[config.mk]
export PLATFORM = sky130hd
export DESIGN_NAME = register_file
export DESIGN_NICKNAME = d
export VERILOG_FILES = /design/src/rtl/regfile_pkg.sv /design/src/rtl/register_we.sv /design/src/rtl/register_file.sv
export SDC_FILE = /design/constraint.sdc
export NUM_CORES = 2
export LEC_CHECK = 0
export BUFFER_PORTS_ARGS = -buffer_cell sky130_fd_sc_hd__buf_2
export CORE_AREA = 2 2 329 331
export CTS_CLUSTER_DIAMETER = 200
export DETAILED_ROUTE_END_ITERATION = 6
export DIE_AREA = 0 0 331 333
export GPL_ROUTABILITY_DRIVEN = 1
export MAX_ROUTING_LAYER = met4
export PLACE_DENSITY = 0.71
export SKIP_CTS_REPAIR_TIMING = 1
export SLEW_MARGIN = 15
export SYNTH_ARGS = -nofsm -noshare
export SYNTH_HDL_FRONTEND = slang
export SYNTH_HIERARCHICAL = 1
export SYNTH_SLANG_ARGS = --single-unit
[constraint.sdc]
create_clock -name clk -period 4.86 [get_ports clk]
set_clock_uncertainty 0.05 [all_clocks]
set_input_delay 0.243 -clock clk [delete_from_list [all_inputs] [get_ports clk]]
set_output_delay 0.243 -clock clk [all_outputs]
set_load 0.03 [all_outputs]
[src/rtl/regfile_pkg.sv]
// Shared constants, types and the write-enable decoder for the MIPS-style register file.
package regfile_pkg;

  localparam int WIDTH  = 32;
  localparam int ADDR_W = 5;
  localparam int DEPTH  = 1 << ADDR_W;

  typedef logic [ADDR_W-1:0] reg_addr_t;
  typedef logic [WIDTH-1:0]  reg_data_t;

  localparam reg_addr_t ZERO_REG = 5'd0;

  // One-hot write enable (RegWrite << WriteRegister) for entries 1..DEPTH-1.
  // Bit 0 is absent from the result: register 0 has no storage, so its
  // write enable is masked off by construction.
  function automatic logic [DEPTH-1:1] write_decode(input logic en, input reg_addr_t addr);
    logic [DEPTH-1:1] onehot;
    for (int i = 1; i < DEPTH; i++) begin
      onehot[i] = en && (addr == ADDR_W'(i));
    end
    return onehot;
  endfunction

endpackage

[src/rtl/register_we.sv]
// Single register: WIDTH-bit flop with load enable and asynchronous active-high reset to 0.
module register_we #(
  parameter int WIDTH = 32
) (
  input  logic             clk,
  input  logic             reset,
  input  logic             en,
  input  logic [WIDTH-1:0] d,
  output logic [WIDTH-1:0] q
);

  // Hold the stored value; load d on an enabled rising edge, clear at once on reset.
  // NOTE: non-blocking (<=) for all flop state so every register updates from pre-edge values.
  // NOTE: the register file is built from resettable flops, not a RAM, so every entry can be
  //       cleared asynchronously; a RAM macro would need a clear sequence instead.
  always_ff @(posedge clk or posedge reset) begin
    if (reset) begin
      q <= '0;
    end else if (en) begin
      q <= d;
    end
  end

endmodule

[src/rtl/register_file.sv]
// 32 x 32 MIPS-style register file: two combinational read ports, one synchronous write port,
// register 0 hardwired to zero, asynchronous active-high reset clearing entries 1..31.
// Optional macro REGFILE_BYPASS_EN: write-through forwarding of WriteData to a read port that
// addresses the register being written in the same cycle (never for r0, never during reset).
module register_file
  import regfile_pkg::*;
(
  input  logic              clk,
  input  logic              reset,
  input  logic [ADDR_W-1:0] ReadRegister1,
  input  logic [ADDR_W-1:0] ReadRegister2,
  output logic [WIDTH-1:0]  ReadData1,
  output logic [WIDTH-1:0]  ReadData2,
  input  logic [ADDR_W-1:0] WriteRegister,
  input  logic [WIDTH-1:0]  WriteData,
  input  logic              RegWrite
);

  logic [DEPTH-1:1] we_onehot;
  reg_data_t        entry [DEPTH];

  assign we_onehot = write_decode(RegWrite, WriteRegister);

  // Entry 0 has no storage element: it is the constant zero input of each read mux.
  assign entry[0] = '0;

  for (genvar i = 1; i < DEPTH; i++) begin : g_entry
    register_we #(.WIDTH(WIDTH)) u_reg (
      .clk   (clk),
      .reset (reset),
      .en    (we_onehot[i]),
      .d     (WriteData),
      .q     (entry[i])
    );
  end

`ifdef REGFILE_BYPASS_EN
  logic fwd1;
  logic fwd2;

  // Forward the in-flight write to a port reading the same non-zero register, outside reset.
  assign fwd1 = !reset && RegWrite && (WriteRegister == ReadRegister1) && (ReadRegister1 != ZERO_REG);
  assign fwd2 = !reset && RegWrite && (WriteRegister == ReadRegister2) && (ReadRegister2 != ZERO_REG);

  // Read port 1: stored entry, or WriteData when forwarding.
  // NOTE: always_comb assigns a default first so every path drives the output (no latch).
  always_comb begin
    ReadData1 = entry[ReadRegister1];
    if (fwd1) ReadData1 = WriteData;
  end

  // Read port 2: stored entry, or WriteData when forwarding.
  always_comb begin
    ReadData2 = entry[ReadRegister2];
    if (fwd2) ReadData2 = WriteData;
  end
`else
  // Read port 1: DEPTH:1 mux over the entries; no forwarding, so a same-cycle write is seen next cycle.
  always_comb begin
    ReadData1 = entry[ReadRegister1];
  end

  // Read port 2: same mux structure as port 1.
  always_comb begin
    ReadData2 = entry[ReadRegister2];
  end
`endif

endmodule

# Word level (Yosys, flattened, before mapping)
# Cells that the tools add are included.
# op_classes
muxes	6
reduce_logical	31
eq_ne	31
bitwise_logic	2
n_lt_le_gt_ge	2
# ops
cell	n
$bmux 32 s5	2
$mux 32	4
$eq 5x5->1 const B	16
$eq 5x4->1 const B	8
$logic_and 1x1->1	31
$eq 5x3->1 const B	4
$ge 6x6->1 const B	2
$not 5->6	2
$eq 5x2->1 const B	2
$eq 5x1->1 const B	1
# word_totals
ff_bits	992
input_bits	50
output_inout_bits	64
wordCells	103

# Logic depth before layout (Yosys ltp)
# depth
word_depth	4
ltp_mapped	9
depth_no_buf	4

# Hierarchy
# Netlist, hierarchy kept.
# modules_own_cells
module	seq_area_each_um2	instances	cells_per_inst	area_per_inst_um2
register_we	800.8	31	69	1348.8
register_file	0.0	1	1462	16351.9

# Worst setup path after synthesis
# OpenSTA, ideal clock, no wires.
# synth_path
kind	input port to output port
start	input port ReadRegister2[0]
end	output port ReadData2[23]
required_time_ns	4.567
cell_stages	9
path_slack_ns	2.508
arrival_ns	2.059
cell_sequence	buf_2 buf_6 buf_6 buf_6 buf_6 mux2i_1 o22ai_1 a211oi_1 o31ai_1
# synth_between
elab_chain_cells	4
# synth_rtl
item	line_no	source
start, declared	register_file.sv:11	input logic [ADDR_W-1:0] ReadRegister2,
$not 5->6 (not written as such)	register_file.sv:65	ReadData2 = entry[ReadRegister2];
$bmux 32 s5	register_file.sv:65	
$mux 32 (not written as such) (2 in series)	register_file.sv:65	
end, declared	register_file.sv:13	output logic [WIDTH-1:0] ReadData2,
# Every way passes these cells. The select of a mux whose other input is x is not followed.

# Final worst setup path
# layout_path
start	input port ReadRegister1[2]
end	output port ReadData1[21]
# layout_between
elab_chain_cells	4
# layout_rtl
item	line_no	source
start, declared	register_file.sv:10	input logic [ADDR_W-1:0] ReadRegister1,
$not 5->6 (not written as such)	register_file.sv:60	ReadData1 = entry[ReadRegister1];
$bmux 32 s5	register_file.sv:60	
$mux 32 (not written as such) (2 in series)	register_file.sv:60	
end, declared	register_file.sv:12	output logic [WIDTH-1:0] ReadData1,
# Every way passes these cells. The select of a mux whose other input is x is not followed.

==> results.cfg <==
[status]
status = finished, final reports clean

[global_routing]
gr-total-overflow = 0
grt_pass1_wl_um = 272000
grt_use_total_pct = 34.9
grt_pass1_vias = 37700
grt_antenna_before_repair = 6
grt_max_degree = 74

[sta]
drv_slew = 0
fmaxAchievable_mhz = 280
relSlewSlack_pct = 19.6
fin_setup_tns_ns = 0
period_share_pct = 73.6
fin_crit_ns = 3.58
rsz0062_at_grt = no
worstMarginPinSlew_ns = 1.21
hold_viol = 0
setup_viol = 0
layout_setup_ws_ns = 1.28

[run]
cap_violations = 0

[power_and_ir_drop]
power_density_mw_per_mm2 = 420
p_leak_nw = 27.4
power_frac_comb_pct = 24.5
p_switching_mw = 7.43
ir_worst_vdd_mv = 0.344
intPower_mw = 18.7
swShare_pct = 28.5
seqPwrFrac_pct = 43.1
clkPwrFrac_pct = 32.4

[placement]
placedCellCount = 4897
dp_slack_ns = 1.52
hpwl_um = 109000
io_buffers = 113
place.gp.congestion = 0.897

[worst_setup_path]
critPathMostFrequentCell = buf_2
cp_data_required_time_ns = 4.57
cp_max_fo = 32
critPathSlowestCell = nand2_2
crit_path_end_kind = primary output
arrival_ns = 3.28
cp-start-kind = input port
crit_type = input port to primary output
cpPeakStageDelay_ns = 0.84
worstPathCellList = buf_2 -> nand2_2 -> o22ai_1 -> a211oi_1 -> o31ai_1 -> buf_2

[drt]
wl_per_cell_um = 36.3
drt_iter0_markers = 4044
ant_nets = 0
dr_total_vias = 36000
wl_um = 185000
vias_per_cell = 7.07
drtPass1Iterations = 5
drc = 0

[clock_tree]
clk_pin_slew_ns = 0.06
clkLatencyLatePin_ns = 0.69
clockRootBuffer = clkbuf_16
cts.sinks = 992
cts_buffers = 105
ctsLongestPathBuffers = 3
cts_tree = done
htreeDepth = 3

[final_layout]
regMostFlops = g_entry.u_reg/q
drive_gt1_share_pct = 52.0
fin_nets = 3652
stdcell_count = 5093
final_cell_mix = 992 x dfrtp_1, 930 x mux2_4, 384 x mux4_2
largest_reg_flops = 992
largestRegisters = g_entry.u_reg/q x992
area_delta_synth_final_pct = 6.92
utilization_pct = 58.3
fillers = 8114
layout_commonest_cell = dfrtp_1

[yosys]
synth_cell_type_count = 29
synth_seq_cells = 992
yosysTopAreaCell = dfrtp_1
synth_nets = 3651
netlist_top_cells_area = dfrtp_1 43%, mux2_4 24%, mux4_2 15%
yosysSeqAreaShare_pct = 42.7
synth_ff_type = dfrtp_1
synthesis.area_mm2 = 0.0582
synth-edff-count = 0
synth-async-reset-ratio_pct = 100
avgSynthCellArea_um2 = 16.2
ys_warn_count = 6
synthDominantCellAreaShare_pct = 42.7
syn_inst = 3601

[floorplan]
die_x_um = 331
core.rowCount = 120
ios = 114
core_area_mm2 = 0.107
die_area_mm2 = 0.110
fp.dieH_um = 333
start_util_pct = 54.6

[min_path]
min_path_type = input port to flip-flop
worst max-delay path: cells and delay by family:
family | cells | cell delay, ns
compound gates | 3 | 1.22
buf+inv | 2 | 0.95
simple gates | 1 | 0.84
kinds of logic after synthesis:
logic type | after synthesis | share of synthesized area [%]
AOI/OAI and AO/OA | 448 | 5.78
buffers and inverters | 371 | 5.85
DFF | 992 | 42.7
muxes | 1600 | 44.1
and+or+nand+nor | 190 | 1.62
per-stage QoR:
stage | area [µm²] | total power, mW | hold slack, ns
2_1_floorplan | 58200 | 15.8 | 0.309
3_3_place_gp | 58600 | 17.4 | 0.456
3_5_place_dp | 58600 | 17.6 | 0.461
4_1_cts | 62200 | 26.0 | -0.251
5_1_grt | 62200 | 27.0 | 0.190
6_report | 62200 | 26.1 | 0.190
per-layer routing:
metal	wire [µm]	share of wire (%)	global-route usage, %	up-vias
li1	-	-	-	13900
met1	73300	40	47.6	19200
met2	82000	44	49.7	2347
met3	18500	10	7.49	522
met4	10800	5.8	16.8	0
met5	0	0	-	-
synthesized netlist by cell type (9+ instances only):
| cell | n |
|---|---|
| mux2_4 | 930 |
| mux4_2 | 384 |
| o22ai_1 | 64 |
| mux2_2 | 126 |
| buf_4 | 24 |
| inv_1 | 32 |
| nand2_1 | 69 |
| and2_1 | 34 |
| dfrtp_1 | 992 |
| buf_1 | 9 |
| o31ai_1 | 64 |
| buf_2 | 45 |
| buf_12 | 93 |
| mux2i_1 | 160 |
| a22o_1 | 192 |
| clkbuf_1 | 120 |
| and3_1 | 32 |
| buf_6 | 47 |
| o21ai_1 | 64 |
| nor2_1 | 28 |
| a211oi_1 | 64 |
cell type report:
type | count | area, µm² | area share (%)
Multi-Input combinational cell | 2238 | 30200 | 48.6
Sequential cell | 992 | 24800 | 39.9
Clock buffer | 151 | 3050 | 4.91
Tap cell | 1403 | 1760 | 2.82
Timing Repair Buffer | 232 | 1670 | 2.69
Clock inverter | 43 | 533 | 0.857
Inverter | 33 | 126 | 0.203
Antenna cell | 1 | 2.50 | 0.00402
final timing paths:
kind | from | endpoint | slack [ns] | cells past startpoint
worst max-delay path | ReadRegister1[2] | ReadData1[21] | 1.28 | 6
worst min-delay path | WriteData[21] | g_entry[21].u_reg/q[21]$_DFFE_PP0P_ | 0.19 | 2
worst max register to register | g_entry[19].u_reg/q[19]$_DFFE_PP0P_ | g_entry[19].u_reg/q[19]$_DFFE_PP0P_ | 3.99 | 1
worst min register to register | g_entry[1].u_reg/q[11]$_DFFE_PP0P_ | g_entry[1].u_reg/q[11]$_DFFE_PP0P_ | 0.48 | 1
max in group asynchronous | reset | g_entry[3].u_reg/q[24]$_DFFE_PP0P_ | 3.07 | 3
min in group asynchronous | reset | g_entry[21].u_reg/q[6]$_DFFE_PP0P_ | 0.35 | 3
power by group through the flow:
stage                     registers (mW)  clock network, mW  logic [mW]
final                               11.2               8.47        6.38
after global routing                11.4               8.86        6.67
after detailed placement            11.3                  0        6.30
after global placement              11.2                  0        6.17
after CTS                           11.2               8.51        6.32
after floorplan                     10.8                  0        5.00
Power figures use the tool's default switching activity.
